### config.mk
export PLATFORM = sky130hd
export DESIGN_NAME = tx_frame_ctrl
export DESIGN_NICKNAME = d
export VERILOG_FILES = /design/src/rtl/tx_link_pkg.sv /design/src/rtl/tx_frame_ctrl_rr_arbiter.sv /design/src/rtl/tx_frame_ctrl.sv
export SDC_FILE = /design/constraint.sdc
export NUM_CORES = 1
export LEC_CHECK = 0
export ABC_AREA = 1
export CAP_MARGIN = 20
export CORE_MARGIN = 5
export CORE_UTILIZATION = 51
export DETAILED_ROUTE_END_ITERATION = 16
export MAX_ROUTING_LAYER = met4
export PLACE_DENSITY = 0.84
export SYNTH_ARGS = -nofsm -noshare
export SYNTH_HDL_FRONTEND = slang
export SYNTH_SLANG_ARGS = --single-unit
### constraint.sdc
create_clock -name clk_i -period 2.35 [get_ports clk_i]
set_input_delay 0.47 -clock clk_i [delete_from_list [all_inputs] [get_ports clk_i]]
set_output_delay 0.47 -clock clk_i [all_outputs]
set_load 0.01 [all_outputs]
### src/rtl/tx_link_pkg.sv
// ----------------------------------------------------------------------------
// tx_link_pkg
//   Shared definitions for the 8b10b link framer: K-code symbols, the frame
//   scheduler state encoding, the {K,byte} symbol payload and a width helper.
// ----------------------------------------------------------------------------
package tx_link_pkg;

   localparam int unsigned BYTE_W = 8;
   localparam int unsigned SYM_W  = BYTE_W + 1;

   // Control symbols as {K flag, byte}
   localparam logic [SYM_W-1:0] K_COMMA = 9'h1BC;  // K28.5, inter-frame fill
   localparam logic [SYM_W-1:0] K_SOF   = 9'h1FB;  // K27.7, start of frame
   localparam logic [SYM_W-1:0] K_EOF   = 9'h1FD;  // K29.7, end of frame
   localparam logic [SYM_W-1:0] K_FILL  = 9'h1F7;  // K23.7, mid-frame underrun fill

   typedef enum logic [1:0] {
      ST_IDLE = 2'd0,
      ST_CHID = 2'd1,
      ST_DATA = 2'd2,
      ST_EOF  = 2'd3
   } tx_state_e;

   typedef struct packed {
      logic              k;
      logic [BYTE_W-1:0] data;
   } sym_t;

   // Index width that never collapses to zero for a single-entry vector
   function automatic int unsigned idx_width(input int unsigned n);
      return (n <= 1) ? 1 : $clog2(n);
   endfunction

endpackage

### src/rtl/tx_frame_ctrl_rr_arbiter.sv
// ----------------------------------------------------------------------------
// rr_arbiter
//   Combinational round-robin picker: finds the first request at or after the
//   pointer, wrapping around. The grant vector is qualified by the advance
//   strobe; the index and any-request flag are always valid.
// Ports
//   i_req    N      request vector
//   i_ptr    IDX_W  search start position (must be < N)
//   i_adv    1      grant qualifier; o_grant is zero when low
//   o_grant  N      one-hot grant (zero when no request or i_adv low)
//   o_idx    IDX_W  index of the selected request
//   o_any    1      at least one request is present
// ----------------------------------------------------------------------------
module rr_arbiter
   import tx_link_pkg::*;
#(
   parameter  int unsigned N     = 2,
   localparam int unsigned IDX_W = idx_width(N)
) (
   input  logic [N-1:0]     i_req,
   input  logic [IDX_W-1:0] i_ptr,
   input  logic             i_adv,
   output logic [N-1:0]     o_grant,
   output logic [IDX_W-1:0] o_idx,
   output logic             o_any
);

   logic [N-1:0]     w_grant_raw;
   logic [IDX_W-1:0] w_sel;
   logic             w_found;
   int unsigned      w_k;

   assign o_any   = |i_req;
   assign o_grant = w_grant_raw & {N{i_adv}};

   // Walk the request vector starting at the pointer, modulo N
   always_comb begin
      w_grant_raw = '0;
      o_idx       = '0;
      w_found     = 1'b0;
      w_k         = 0;
      w_sel       = '0;
      for (int unsigned i = 0; i < N; i++) begin
         w_k = 32'(i_ptr) + i;
         if (w_k >= N) begin
            w_k = w_k - N;
         end
         w_sel = IDX_W'(w_k);
         if (!w_found && i_req[w_sel]) begin
            w_found            = 1'b1;
            w_grant_raw[w_sel] = 1'b1;
            o_idx              = w_sel;
         end
      end
   end

endmodule

### src/rtl/tx_frame_ctrl.sv
// ----------------------------------------------------------------------------
// tx_frame_ctrl
//   Symbol scheduler in front of the 8b10b serializer. Holds the next symbol
//   in sym_o; each sym_req_i consumes it and the following symbol is loaded
//   on the next edge. Frames are SOF, CHID, payload, EOF; channels are picked
//   round-robin at frame boundaries and K28.5 commas fill the gaps.
// Ports
//   clk_i, rst_ni          clock, async active-low reset
//   enable_i               allow new frames to start
//   sym_req_i              serializer load strobe
//   sym_o        [8:0]     pending symbol {K, byte}
//   ch_valid_i   [N]       per-channel byte valid
//   ch_data_i    [N*8]     per-channel byte, channel c at [8c+7:8c]
//   ch_last_i    [N]       per-channel last byte of frame
//   ch_ready_o   [N]       per-channel accept (combinational)
//   busy_o                 frame in progress
//   cur_ch_o     [CH_W]    granted channel
//   frame_done_o           pulse: EOF loaded
//   underrun_o             pulse: FILL loaded mid-frame
//   trunc_o                pulse: frame force-closed at MAX_LEN
// ----------------------------------------------------------------------------
module tx_frame_ctrl
   import tx_link_pkg::*;
#(
   parameter  int unsigned NUM_CH   = 2,
   parameter  int unsigned MAX_LEN  = 16,
   parameter  int unsigned IDLE_MIN = 2,
   localparam int unsigned CH_W     = idx_width(NUM_CH)
) (
   input  logic                     clk_i,
   input  logic                     rst_ni,
   input  logic                     enable_i,
   input  logic                     sym_req_i,
   output logic [SYM_W-1:0]         sym_o,
   input  logic [NUM_CH-1:0]        ch_valid_i,
   input  logic [NUM_CH*BYTE_W-1:0] ch_data_i,
   input  logic [NUM_CH-1:0]        ch_last_i,
   output logic [NUM_CH-1:0]        ch_ready_o,
   output logic                     busy_o,
   output logic [CH_W-1:0]          cur_ch_o,
   output logic                     frame_done_o,
   output logic                     underrun_o,
   output logic                     trunc_o
);

   localparam int unsigned CNT_W  = $clog2(MAX_LEN + 1);
   localparam int unsigned IDLE_W = $clog2(IDLE_MIN + 1);

   tx_state_e          r_state, w_state_nxt;
   sym_t               r_sym, w_sym_nxt;
   logic [IDLE_W-1:0]  r_idle_cnt, w_idle_nxt;
   logic [CH_W-1:0]    r_rr_ptr, w_rr_nxt;
   logic [CH_W-1:0]    r_cur_ch, w_cur_nxt;
   logic [CNT_W-1:0]   r_byte_cnt, w_cnt_nxt;
   logic [NUM_CH-1:0]  r_grant_oh;
   logic               r_busy;
   logic               r_frame_done, w_done_nxt;
   logic               r_underrun, w_und_nxt;
   logic               r_trunc, w_trunc_nxt;

   logic [NUM_CH-1:0]  w_grant_oh;
   logic [CH_W-1:0]    w_arb_idx;
   logic               w_any_req;
   logic               w_idle_ok;
   logic               w_win;
   logic [NUM_CH-1:0]  w_sel_oh;
   logic               w_sel_valid;
   logic               w_sel_last;
   logic [BYTE_W-1:0]  w_sel_data;
   logic               w_at_max;

   assign w_idle_ok = (r_idle_cnt >= IDLE_W'(IDLE_MIN));
   assign w_win     = sym_req_i && (r_state == ST_IDLE) && enable_i && w_idle_ok && w_any_req;

   rr_arbiter #(.N(NUM_CH)) u_arb (
      .i_req   (ch_valid_i),
      .i_ptr   (r_rr_ptr),
      .i_adv   (w_win),
      .o_grant (w_grant_oh),
      .o_idx   (w_arb_idx),
      .o_any   (w_any_req)
   );

   // Granted channel's byte-stream signals, selected by the held one-hot grant
   assign w_sel_oh    = r_grant_oh & ch_valid_i;
   assign w_sel_valid = |w_sel_oh;
   assign w_sel_last  = |(r_grant_oh & ch_last_i);

   always_comb begin
      w_sel_data = '0;
      for (int unsigned c = 0; c < NUM_CH; c++) begin
         if (r_grant_oh[c]) begin
            w_sel_data = ch_data_i[c*BYTE_W +: BYTE_W];
         end
      end
   end

   // The byte being loaded now would be the MAX_LEN-th of the frame
   assign w_at_max = (r_byte_cnt == CNT_W'(MAX_LEN - 1));

   // Next-state and next-symbol decode; nothing moves without a request
   always_comb begin
      w_state_nxt = r_state;
      w_sym_nxt   = r_sym;
      w_idle_nxt  = r_idle_cnt;
      w_rr_nxt    = r_rr_ptr;
      w_cur_nxt   = r_cur_ch;
      w_cnt_nxt   = r_byte_cnt;
      w_done_nxt  = 1'b0;
      w_und_nxt   = 1'b0;
      w_trunc_nxt = 1'b0;
      ch_ready_o  = '0;
      if (sym_req_i) begin
         unique case (r_state)
            ST_IDLE: begin
               if (w_win) begin
                  w_sym_nxt   = K_SOF;
                  w_cur_nxt   = w_arb_idx;
                  w_rr_nxt    = (w_arb_idx == CH_W'(NUM_CH - 1)) ? '0 : w_arb_idx + CH_W'(1);
                  w_state_nxt = ST_CHID;
               end else begin
                  w_sym_nxt = K_COMMA;
                  if (!w_idle_ok) begin
                     w_idle_nxt = r_idle_cnt + IDLE_W'(1);
                  end
               end
            end
            ST_CHID: begin
               w_sym_nxt   = '{k: 1'b0, data: BYTE_W'(r_cur_ch)};
               w_cnt_nxt   = '0;
               w_state_nxt = ST_DATA;
            end
            ST_DATA: begin
               if (w_sel_valid) begin
                  ch_ready_o = w_sel_oh;
                  w_sym_nxt  = '{k: 1'b0, data: w_sel_data};
                  w_cnt_nxt  = r_byte_cnt + CNT_W'(1);
                  if (w_sel_last) begin
                     w_state_nxt = ST_EOF;
                  end else if (w_at_max) begin
                     w_state_nxt = ST_EOF;
                     w_trunc_nxt = 1'b1;
                  end
               end else begin
                  w_sym_nxt = K_FILL;
                  w_und_nxt = 1'b1;
               end
            end
            ST_EOF: begin
               w_sym_nxt   = K_EOF;
               w_done_nxt  = 1'b1;
               w_idle_nxt  = '0;
               w_state_nxt = ST_IDLE;
            end
            default: begin
               w_state_nxt = ST_IDLE;
            end
         endcase
      end
   end

   // State and output registers; pulses last one cycle
   always_ff @(posedge clk_i or negedge rst_ni) begin
      if (!rst_ni) begin
         r_state      <= ST_IDLE;
         r_sym        <= K_COMMA;
         r_idle_cnt   <= '0;
         r_rr_ptr     <= '0;
         r_cur_ch     <= '0;
         r_byte_cnt   <= '0;
         r_grant_oh   <= '0;
         r_busy       <= 1'b0;
         r_frame_done <= 1'b0;
         r_underrun   <= 1'b0;
         r_trunc      <= 1'b0;
      end else begin
         r_frame_done <= w_done_nxt;
         r_underrun   <= w_und_nxt;
         r_trunc      <= w_trunc_nxt;
         if (sym_req_i) begin
            r_state    <= w_state_nxt;
            r_sym      <= w_sym_nxt;
            r_idle_cnt <= w_idle_nxt;
            r_rr_ptr   <= w_rr_nxt;
            r_cur_ch   <= w_cur_nxt;
            r_byte_cnt <= w_cnt_nxt;
            r_busy     <= (w_state_nxt != ST_IDLE);
            if (w_win) begin
               r_grant_oh <= w_grant_oh;
            end
         end
      end
   end

   assign sym_o        = r_sym;
   assign busy_o       = r_busy;
   assign cur_ch_o     = r_cur_ch;
   assign frame_done_o = r_frame_done;
   assign underrun_o   = r_underrun;
   assign trunc_o      = r_trunc;

endmodule

==> metrics.cfg <==
[run_status]
status=complete, no violations

[power_and_ir_drop]
switching_share_pct=40.4
power_frac_seq_pct=34.6
p_sw_uw=901
p_leak_nw=0.998
power.density_nw_per_um2=1130
clock_power_share_pct=13.8
p_int_mw=1.33
p_comb_share_pct=51.6
total_power_mw=2.23
peakVddDrop_mv=0.770

[placed_design]
gp_congestion=0.826
io_buffer_count=39
place_ws_ns=0.142
dp_hpwl_um=2480

[logic_synthesis]
synth_nets=223
yosysUniqueCellTypes=27
synthCells=191
ys_warn_count=0
synth_seq_area_share_pct=44.6
synth-seq-cells=26
syn_area_um2=1480
syn_avg_cell_area_um2=7.72

[critical_path]
r2r_cells=9
cp-end-kind=output pin
cp.required_ns=1.88
regToRegSetupSlack_ns=0.84
rr_startpoint=r_byte_cnt[0]$_DFFE_PN0P_
crit_type=register to output pin
r2r-end=r_state[0]$_DFFE_PN0P_
arrival_ns=1.43
worstSetupStartpointType=register
crit_fanout=4

[clock_network]
clk_latency_ns=0.32
cts_buffers=3
clock_sinks=26
htreeDepth=1
cts-root-buf=clkbuf_4
cts_hold_buf=0
clk_pin_slew_ns=0.14
clockBufferDepth=2
cts_tree=done

[worst_hold_path]
hold_class=register to register
hold_end=sym_o[2]$_DFFE_PN1P_
holdPathStages=2
hold_start=sym_o[2]$_DFFE_PN1P_

[route]
antenna_left=0
wl_per_cell_um=12.3
drc=0
routed_wl_um=3260
dr.pass1.iters=4
vias=1326
drtIter0Drc=40
viasPerCell=5.00

[run]
drv_cap=0

[timing]
period_needed_ns=1.90
setup_viol=0
worstMarginPinSlew_ns=0.324
skew_ns=0.00262
clock.fmax_mhz=526
max_slew_margin_pct=78.4
final_max_slew_viol_count=0
fin_crit_sh_pct=80.8
final.setup.worst_slack_ns=0.451
finalSetupTns_ns=0
final_hold_viol_count=0
rsz0062_at_grt=no

[layout]
fin_nets=267
syn_to_final_growth_pct=33.1
final_util_pct=71.2
n_antenna_cell=0
fill_cells=235
final_layout_size_suffix_gt1_share_pct=11.5

[global_route]
grt_pass1_vias=1268
antenna_found_initial=0
gr-usage-all-layers_pct=17.1
grt_max_degree=27
grt_overflow=0
grt_pass1_wl_um=5490

[die]
coreArea_um2=2760
row_count=19
io_pins=40
dieArea_um2=4070
floorplan.initialDensity_pct=53.5
die_h_um=63.8
die_w_um=63.8

-- through the flow --
step,cells,hold slack [ns],cell area [µm²]
4_1_cts,265,0.487,1960
3_3_place_gp,260,0.465,1900
5_1_grt,265,0.506,1960
6_report,265,0.482,1960
2_1_floorplan,191,0.174,1480
3_5_place_dp,260,0.465,1900
-- registers in the layout, indices dropped and copies added, names as in the netlist --
signal        cells
trunc_o           1
frame_done_o      1
underrun_o        1
r_rr_ptr          1
r_idle_cnt        2
r_byte_cnt        5
busy_o            1
sym_o             9
r_grant_oh        2
cur_ch_o          1
r_state           2
-- synth_stat cells --
cell      number  area share [%]
clkbuf_2       1            0.34
nor2_2         3             1.3
o21ai_0        3             1.0
dfstp_2        6              11
mux2i_1        1            0.68
nand2_2        1            0.42
dfrtp_1       20              34
nor2_4         1            0.76
xor2_1         2             1.2
nand2_1       65              17
nand3_1       14             4.7
buf_6          1            0.76
buf_4          2             1.0
o31ai_1        1            0.51
o21ai_1        3             1.0
a21oi_2        2             1.2
buf_2          1            0.34
nand3_2        2             1.4
a21boi_1       1            0.51
inv_1         16             4.1
o22ai_1        1            0.42
nor2_1        20             5.1
nor3_1         1            0.34
nand3b_1       1            0.51
ha_1           8             6.8
inv_2          3            0.76
a21oi_1       11             3.7
-- timing repair --
item / 4_1_cts / 5_1_grt
setup buffers: 1 / 0
setup endpoints to repair: 1 / 2
resized for setup: 0 / 2
-- worst max-delay path by stage --
stage / startpoint / to / cells after the start
after detailed placement: sym_req_i / ch_ready_o[1] / 4
after global routing: r_state[0]$_DFFE_PN0P_ / ch_ready_o[1] / 5
after CTS: r_state[0]$_DFFE_PN0P_ / ch_ready_o[1] / 5
final: r_state[0]$_DFFE_PN0P_ / ch_ready_o[1] / 5
after global placement: sym_req_i / ch_ready_o[1] / 4
after floorplan: r_state[0]$_DFFE_PN0P_ / ch_ready_o[1] / 4
-- routing by layer --
layer	up-vias	routed length [µm]	global-route usage [%]	part of all wire, %
met1	605	1510	21.9	46
li1	690	-	-	-
met4	0	25	3.90	0.77
met5	-	0	-	0
met2	27	1600	28.3	49
met3	4	123	2.98	3.8
-- layout make-up --
| class | instances | area [µm²] | share of cell area [%] |
|---|---|---|---|
| clock buffer | 3 | 22.5 | 1.15 |
| inverter | 19 | 71.3 | 3.63 |
| timing repair buffer | 44 | 433 | 22.1 |
| sequential | 26 | 658 | 33.5 |
| tap | 31 | 38.8 | 1.98 |
| clock inverter | 1 | 30.0 | 1.53 |
| multi-input combinational | 141 | 709 | 36.1 |
-- power groups by stage --
stage	registers [mW]	logic (mW)	clock network, mW
final	0.771	1.15	0.308
after global routing	0.795	1.29	0.335
after CTS	0.773	1.16	0.313
after detailed placement	0.785	1.13	0
after global placement	0.782	1.11	0
after floorplan	0.812	0.701	0
-- cell usage in the layout (no fill, tap or decap), drive strengths merged --
master / instances
nand2: 66
clkdlybuf4s50: 37
nor2: 24
dfrtp: 20
inv: 19
nand3: 16
a21oi: 13
ha: 8
dfstp: 6
o21ai: 6
buf: 5
clkbuf: 3
xor2: 2
dlymetal6s2s: 2
nor3: 1
o31ai: 1
o22ai: 1
nand3b: 1
mux2i: 1
a21boi: 1
bufinv: 1
-- kinds of logic after synthesis --
logic type               Yosys count  share of synthesized area [%]
multiplexers                       1                          0.679
adder cells (fa/ha/maj)            8                           6.79
flip-flops                        26                           44.6
XOR/XNOR                           2                           1.19
buffers and inverters             24                           7.29
AND/OR/NAND/NOR                  108                           31.0
AO/OA/AOI/OAI                     22                           8.40
-- worst max-delay path, cell delays in order (launching register included) --
cell and delay [ns]:
dfrtp_1 0.42, inv_1 0.11, ha_1 0.18, nand2_1 0.11
nor2_1 0.13, dlymetal6s2s_1 0.16
No activity file was read; power rests on OpenSTA's default activity.
